## src/rtl/sys_bus_ctrl.sv

```systemverilog
// sys_bus_ctrl: registered data-side bus controller between the CPU data port
// and NUM_SLV memory-mapped slaves. The top address nibble is decoded against
// a per-slave tag table, and a req/ready handshake runs with the selected
// slave, so a slave may insert wait states. Unmapped addresses and writes to
// read-only slaves complete with an error response. No slave is requested
// for those accesses.
//
// Optional feature: define BUS_TIMEOUT_EN to abort accesses whose slave
// stays silent for TIMEOUT_CYC cycles. These accesses complete with
// err = 1 and rdata = 0.

module sys_bus_ctrl #(
    parameter int                   NUM_SLV     = 3,
    parameter int                   ADDR_W      = 32,
    parameter int                   DATA_W      = 32,
    parameter logic [4*NUM_SLV-1:0] SLV_TAG     = {4'h2, 4'h1, 4'h0},
    parameter logic [NUM_SLV-1:0]   SLV_RO      = 3'b001,
    parameter int                   TIMEOUT_CYC = 255
) (
    input  logic                      clk,
    input  logic                      rst_n,
    input  logic                      cpu_req,
    input  logic [ADDR_W-1:0]         cpu_addr,
    input  logic [DATA_W-1:0]         cpu_wdata,
    input  logic                      cpu_wen,
    output logic                      cpu_ready,
    output logic [DATA_W-1:0]         cpu_rdata,
    output logic                      cpu_err,
    output logic [NUM_SLV-1:0]        slv_req,
    output logic [ADDR_W-1:0]         slv_addr,
    output logic [DATA_W-1:0]         slv_wdata,
    output logic                      slv_wen,
    input  logic [NUM_SLV*DATA_W-1:0] slv_rdata,
    input  logic [NUM_SLV-1:0]        slv_ready
);

    localparam int SEL_W = (NUM_SLV > 1) ? $clog2(NUM_SLV) : 1;

    typedef enum logic [1:0] {
        IDLE,
        ACCESS,
        RESP
    } state_t;

    state_t               state;
    logic [SEL_W-1:0]     sel;

    logic                 dec_hit;
    logic                 dec_ro;
    logic [SEL_W-1:0]     dec_idx;
    logic [NUM_SLV-1:0]   dec_onehot;

    logic                 sel_ready;
    logic [DATA_W-1:0]    sel_rdata;

`ifdef BUS_TIMEOUT_EN
    localparam int CNT_W = $clog2(TIMEOUT_CYC + 1);
    logic [CNT_W-1:0]     wait_cnt;
`endif

    // Decode the top address nibble. The loop scans downwards, so the lowest matching index is kept.
    always_comb begin
        dec_hit    = 1'b0;
        dec_ro     = 1'b0;
        dec_idx    = '0;
        dec_onehot = '0;
        for (int i = NUM_SLV - 1; i >= 0; i--) begin
            if (cpu_addr[ADDR_W-1 -: 4] == SLV_TAG[4*i +: 4]) begin
                dec_hit       = 1'b1;
                dec_ro        = SLV_RO[i];
                dec_idx       = SEL_W'(i);
                dec_onehot    = '0;
                dec_onehot[i] = 1'b1;
            end
        end
    end

    // Pick the ready bit and read data of the latched slave; other slaves are ignored.
    always_comb begin
        sel_ready = 1'b0;
        sel_rdata = '0;
        for (int i = 0; i < NUM_SLV; i++) begin
            if (sel == SEL_W'(i)) begin
                sel_ready = slv_ready[i];
                sel_rdata = slv_rdata[DATA_W*i +: DATA_W];
            end
        end
    end

    // Access FSM with registered outputs; cpu_rdata/cpu_err hold until the next response.
    always_ff @(posedge clk or negedge rst_n) begin
        if (!rst_n) begin
            state     <= IDLE;
            sel       <= '0;
            slv_req   <= '0;
            slv_addr  <= '0;
            slv_wdata <= '0;
            slv_wen   <= 1'b0;
            cpu_ready <= 1'b0;
            cpu_rdata <= '0;
            cpu_err   <= 1'b0;
`ifdef BUS_TIMEOUT_EN
            wait_cnt  <= '0;
`endif
        end else begin
            cpu_ready <= 1'b0;
            case (state)
                IDLE: begin
                    if (cpu_req) begin
                        slv_addr  <= cpu_addr;
                        slv_wdata <= cpu_wdata;
                        slv_wen   <= cpu_wen;
                        sel       <= dec_idx;
`ifdef BUS_TIMEOUT_EN
                        wait_cnt  <= '0;
`endif
                        if (dec_hit && !(cpu_wen && dec_ro)) begin
                            slv_req <= dec_onehot;
                            state   <= ACCESS;
                        end else begin
                            cpu_ready <= 1'b1;
                            cpu_err   <= 1'b1;
                            cpu_rdata <= '0;
                            state     <= RESP;
                        end
                    end
                end
                ACCESS: begin
                    if (sel_ready) begin
                        slv_req   <= '0;
                        cpu_ready <= 1'b1;
                        cpu_err   <= 1'b0;
                        cpu_rdata <= slv_wen ? '0 : sel_rdata;
                        state     <= RESP;
                    end
`ifdef BUS_TIMEOUT_EN
                    else if (wait_cnt == CNT_W'(TIMEOUT_CYC - 1)) begin
                        slv_req   <= '0;
                        cpu_ready <= 1'b1;
                        cpu_err   <= 1'b1;
                        cpu_rdata <= '0;
                        state     <= RESP;
                    end else begin
                        wait_cnt <= wait_cnt + 1'b1;
                    end
`endif
                end
                RESP: begin
                    state <= IDLE;
                end
                default: begin
                    state <= IDLE;
                end
            endcase
        end
    end

endmodule
```

## config.mk

```make
export PLATFORM = sky130hd
export DESIGN_NAME = sys_bus_ctrl
export DESIGN_NICKNAME = d
export VERILOG_FILES = /design/src/rtl/sys_bus_ctrl.sv
export SDC_FILE = /design/constraint.sdc
export NUM_CORES = 1
export LEC_CHECK = 0
export CORE_AREA = 3 3 116 118
export DETAILED_ROUTE_END_ITERATION = 6
export DIE_AREA = 0 0 119 121
export PLACE_DENSITY = 0.79
export SLEW_MARGIN = 0
export SYNTH_ARGS = -nofsm -noshare
export SYNTH_HDL_FRONTEND = slang
export SYNTH_SLANG_ARGS = --single-unit
```

## constraint.sdc

```tcl
create_clock -name clk -period 1.95 [get_ports clk]
set_input_delay 0.39 -clock clk [delete_from_list [all_inputs] [get_ports clk]]
set_output_delay 0.39 -clock clk [all_outputs]
set_load 0.05 [all_outputs]
```

==> results of run 1 <==
==> cell families (layout without fill, tap and decap cells) <==
family / count (synthesis) / after routing / share of synthesized area
multiplexers: 33 / 33 / 0.0703
AND/OR/NAND/NOR: 247 / 247 / 0.208
buffers and inverters: 39 / 307 / 0.0402
flip-flops: 106 / 106 / 0.564
AO/OA/AOI/OAI: 77 / 77 / 0.118
==> metal layers <==
metal,global-route usage,vias up,wire (µm)
met5,0,-,0
met4,0.0825,0,376
met3,0.0718,24,1250
met2,0.365,193,7520
met1,0.239,2159,5910
li1,-,2174,-
==> where the power goes <==
part	internal (mW)	total (mW)	switching, mW
clock	1.17	1.97	0.807
sequential	2.56	2.77	0.207
combinational	1.15	3.19	2.04
total	4.87	7.93	3.06
==> state kept, by name (all words and copies together), names as in the netlist <==
name,cells
slv_wdata,32
sel,2
cpu_ready,1
slv_addr,32
slv_req,3
cpu_err,1
cpu_rdata,32
state,2
slv_wen,1
==> final cells by class <==
type	count	area (µm²)	area share
timing repair buffer	287	2910	0.363
sequential	106	2650	0.332
multi-input combinational	357	1880	0.235
clock buffer	10	239	0.0299
tap	172	215	0.0269
clock inverter	6	87.6	0.0110
inverter	4	15.0	0.00188
==> final timing paths <==
path	from	endpoint	slack, ps
worst min register to register	slv_wdata[5]	slv_wdata[5]	470
worst min-delay path	rst_n	cpu_rdata[2]	20
worst max register to register	sel[0]	cpu_rdata[6]	140
max in group asynchronous	rst_n	slv_addr[20]	1200
worst max-delay path	cpu_rdata[10]	cpu_rdata[10]	30
min in group clk	slv_wdata[5]	slv_wdata[5]	470
==> what timing repair did <==
item                                    in CTS  in global routing
hold buffers                                 0                  0
endpoints found under the setup margin       0                 32
resized for setup                            0                 29
==> cell usage in the layout, fill, tap and decap left out, types with 2 or more instances in the layout <==
| cell | instances |
|---|---|
| nand2_1 | 229 |
| clkdlybuf4s50_1 | 224 |
| dfrtp_1 | 105 |
| mux2i_1 | 33 |
| o21ai_0 | 32 |
| a22o_1 | 32 |
| buf_4 | 31 |
| dlymetal6s2s_1 | 28 |
| clkbuf_16 | 9 |
| nor2_1 | 6 |
| buf_12 | 4 |
| a21oi_1 | 3 |
| o21ai_1 | 2 |
| inv_2 | 2 |
| o21a_1 | 2 |
| and4b_1 | 2 |
| a21o_1 | 2 |
| nand3_1 | 2 |
| bufinv_16 | 2 |
| clkinv_2 | 2 |
| inv_6 | 2 |
==> stage by stage <==
stage          instance area [µm²]  total power [mW]  setup WS [ps]
3_3_place_gp                  7600              5.96           -162
3_5_place_dp                  7600              6.03           -199
6_report                      8000              7.93           34.4
2_1_floorplan                 4700              4.67            255
5_1_grt                       8000              8.29          0.105
4_1_cts                       7920              8.03         0.0330
==> impl_metrics.csv, run 1 <==
group,metric,value,unit
final_layout,fillers,1006,
worst_setup_path,worstSetupEndpointType,"primary output",
clock_network,clk_path_buf_depth,2,
pwr,power_leakage,3.94,nW
timing,hold_violations,0,
clock_network,cts_setup_buffers,0,
die,die_x,119,µm
clock_network,clkTransAtPathRegs,70,ps
worst_setup_path,crit_slowest_cell,"clkdlybuf4s50_1",
synth,async_reset_ff_frac,1.00,
clock_network,clk_latency,340,ps
pwr,peakVddDrop,673,µV
clock_network,cts_tree,"built",
routing,ant_nets,0,
worst_setup_path,worst_setup_path_start_kind,"flop",
routing,detail_route.wl_per_cell,16.0,µm
synth,synth_warnings,0,
global_routing,grt_usage,0.210,
die,ios,269,
worst_setup_path,slowest_delay,840,ps
placed_design,numPlacedInstances,926,
die,die_y,121,µm
routing,vias,4550,
routing,dr.first_iter.drc_count,220,
worst_setup_path,critPathKind,"flop to primary output",
pwr,powerDensity,992,nW/µm²
worst_setup_path,cp_data_required_time,1560,ps
worst_setup_path,worstPathMaxFanout,2,
final_layout,fin_nets,932,
clock_network,numCtsBuffers,9,
outcome,outcome,"finished, final reports clean",
min_path,holdCritPathClass,"input pin to async pin",
synth,synth.most_common_cell,"nand2_1",
timing,worst_slew_pin_slew,696,ps
die,core_area,12600,µm²
synth,yosysSeqAreaShare,0.564,
flow_run,maxCapViolations,0,
worst_setup_path,worst_r2r_path_depth,6,
synth,syn-cell-area,4700,µm²
final_layout,syn2layout_area_growth,70.1,%
synth,synth_edf_count,0,
synth,syn_nets,669,
synth,syn_inst,502,
routing,drc,0,
worst_setup_path,path_delay_family,"buffers and inverters",
global_routing,grt-ovfl-total,0,
timing,max_slew_margin,0.536,
final_layout,layout.cells.non_filler,942,
placed_design,portBuffers,268,
worst_setup_path,worst-path-buf-inv,1,
die,row_count,41,
global_routing,grt_pass1_wl,24400,µm
clock_network,clock-sinks,106,
timing,fin_crit,1920,ps
synth,synthFlopType,"dfrtp_1",
final_layout,fin_util,0.636,
routing,routed_wl,15100,µm
die,initial_core_util,0.374,
timing,holdWs,16.4,ps
die,dieArea,14400,µm²
timing,clock-skew-final,5.51,ps
timing,max_freq,0.522,GHz
global_routing,grt_pass1_vias,4838,
routing,dr.pass1.iters,4,
timing,rsz0062_at_grt,"no",
synth,ys_types,30,
global_routing,antenna_found_initial,0,
placed_design,place_congestion,0.841,
worst_setup_path,crit_arrival,1530,ps
synth,yosysTopAreaCellShare,0.564,
clock_network,htree_levels,3,
worst_setup_path,crit_cells,1,
synth,synth_common_cells,"nand2_1 (229), dfrtp_1 (106), mux2i_1 (33), a22o_1 (32), o21ai_0 (32)",
final_layout,drive_above_1_share,0.0792,
synth,synth_seq_cells,106,
synth,syn_area_per_cell,9.37,µm²
global_routing,grt_max_degree,68,
final_layout,n_antenna_cell,0,
placed_design,hpwlAfterDp,11400,µm
timing,drv_slew,0,
synth,synthTopCellsByArea,"dfrtp_1 (56%), nand2_1 (18%), mux2i_1 (7.0%)",
routing,via_per_inst,4.83,
worst_setup_path,crit_chain,"clkdlybuf4s50_1",
timing,fin_crit_sh,0.982,
timing,finalSetupViolCount,0,
clock_network,cts-root-buf,"clkbuf_16",
synth,yosysTopAreaCell,"dfrtp_1",
timing,finalSetupTns,0,ps
Note: power is estimated with default switching activity, not from simulation.
==> run 2, diff against run 1 <==
--- a/config.mk
+++ b/config.mk
@@ -9,7 +9,7 @@
 export DETAILED_ROUTE_END_ITERATION = 6
 export DIE_AREA = 0 0 119 121
 export PLACE_DENSITY = 0.79
-export SLEW_MARGIN = 0
+export SLEW_MARGIN = 20
 export SYNTH_ARGS = -nofsm -noshare
 export SYNTH_HDL_FRONTEND = slang
 export SYNTH_SLANG_ARGS = --single-unit
==> results of run 2 <==
The final DEF is identical to that of run 1; final timing and power are the same.
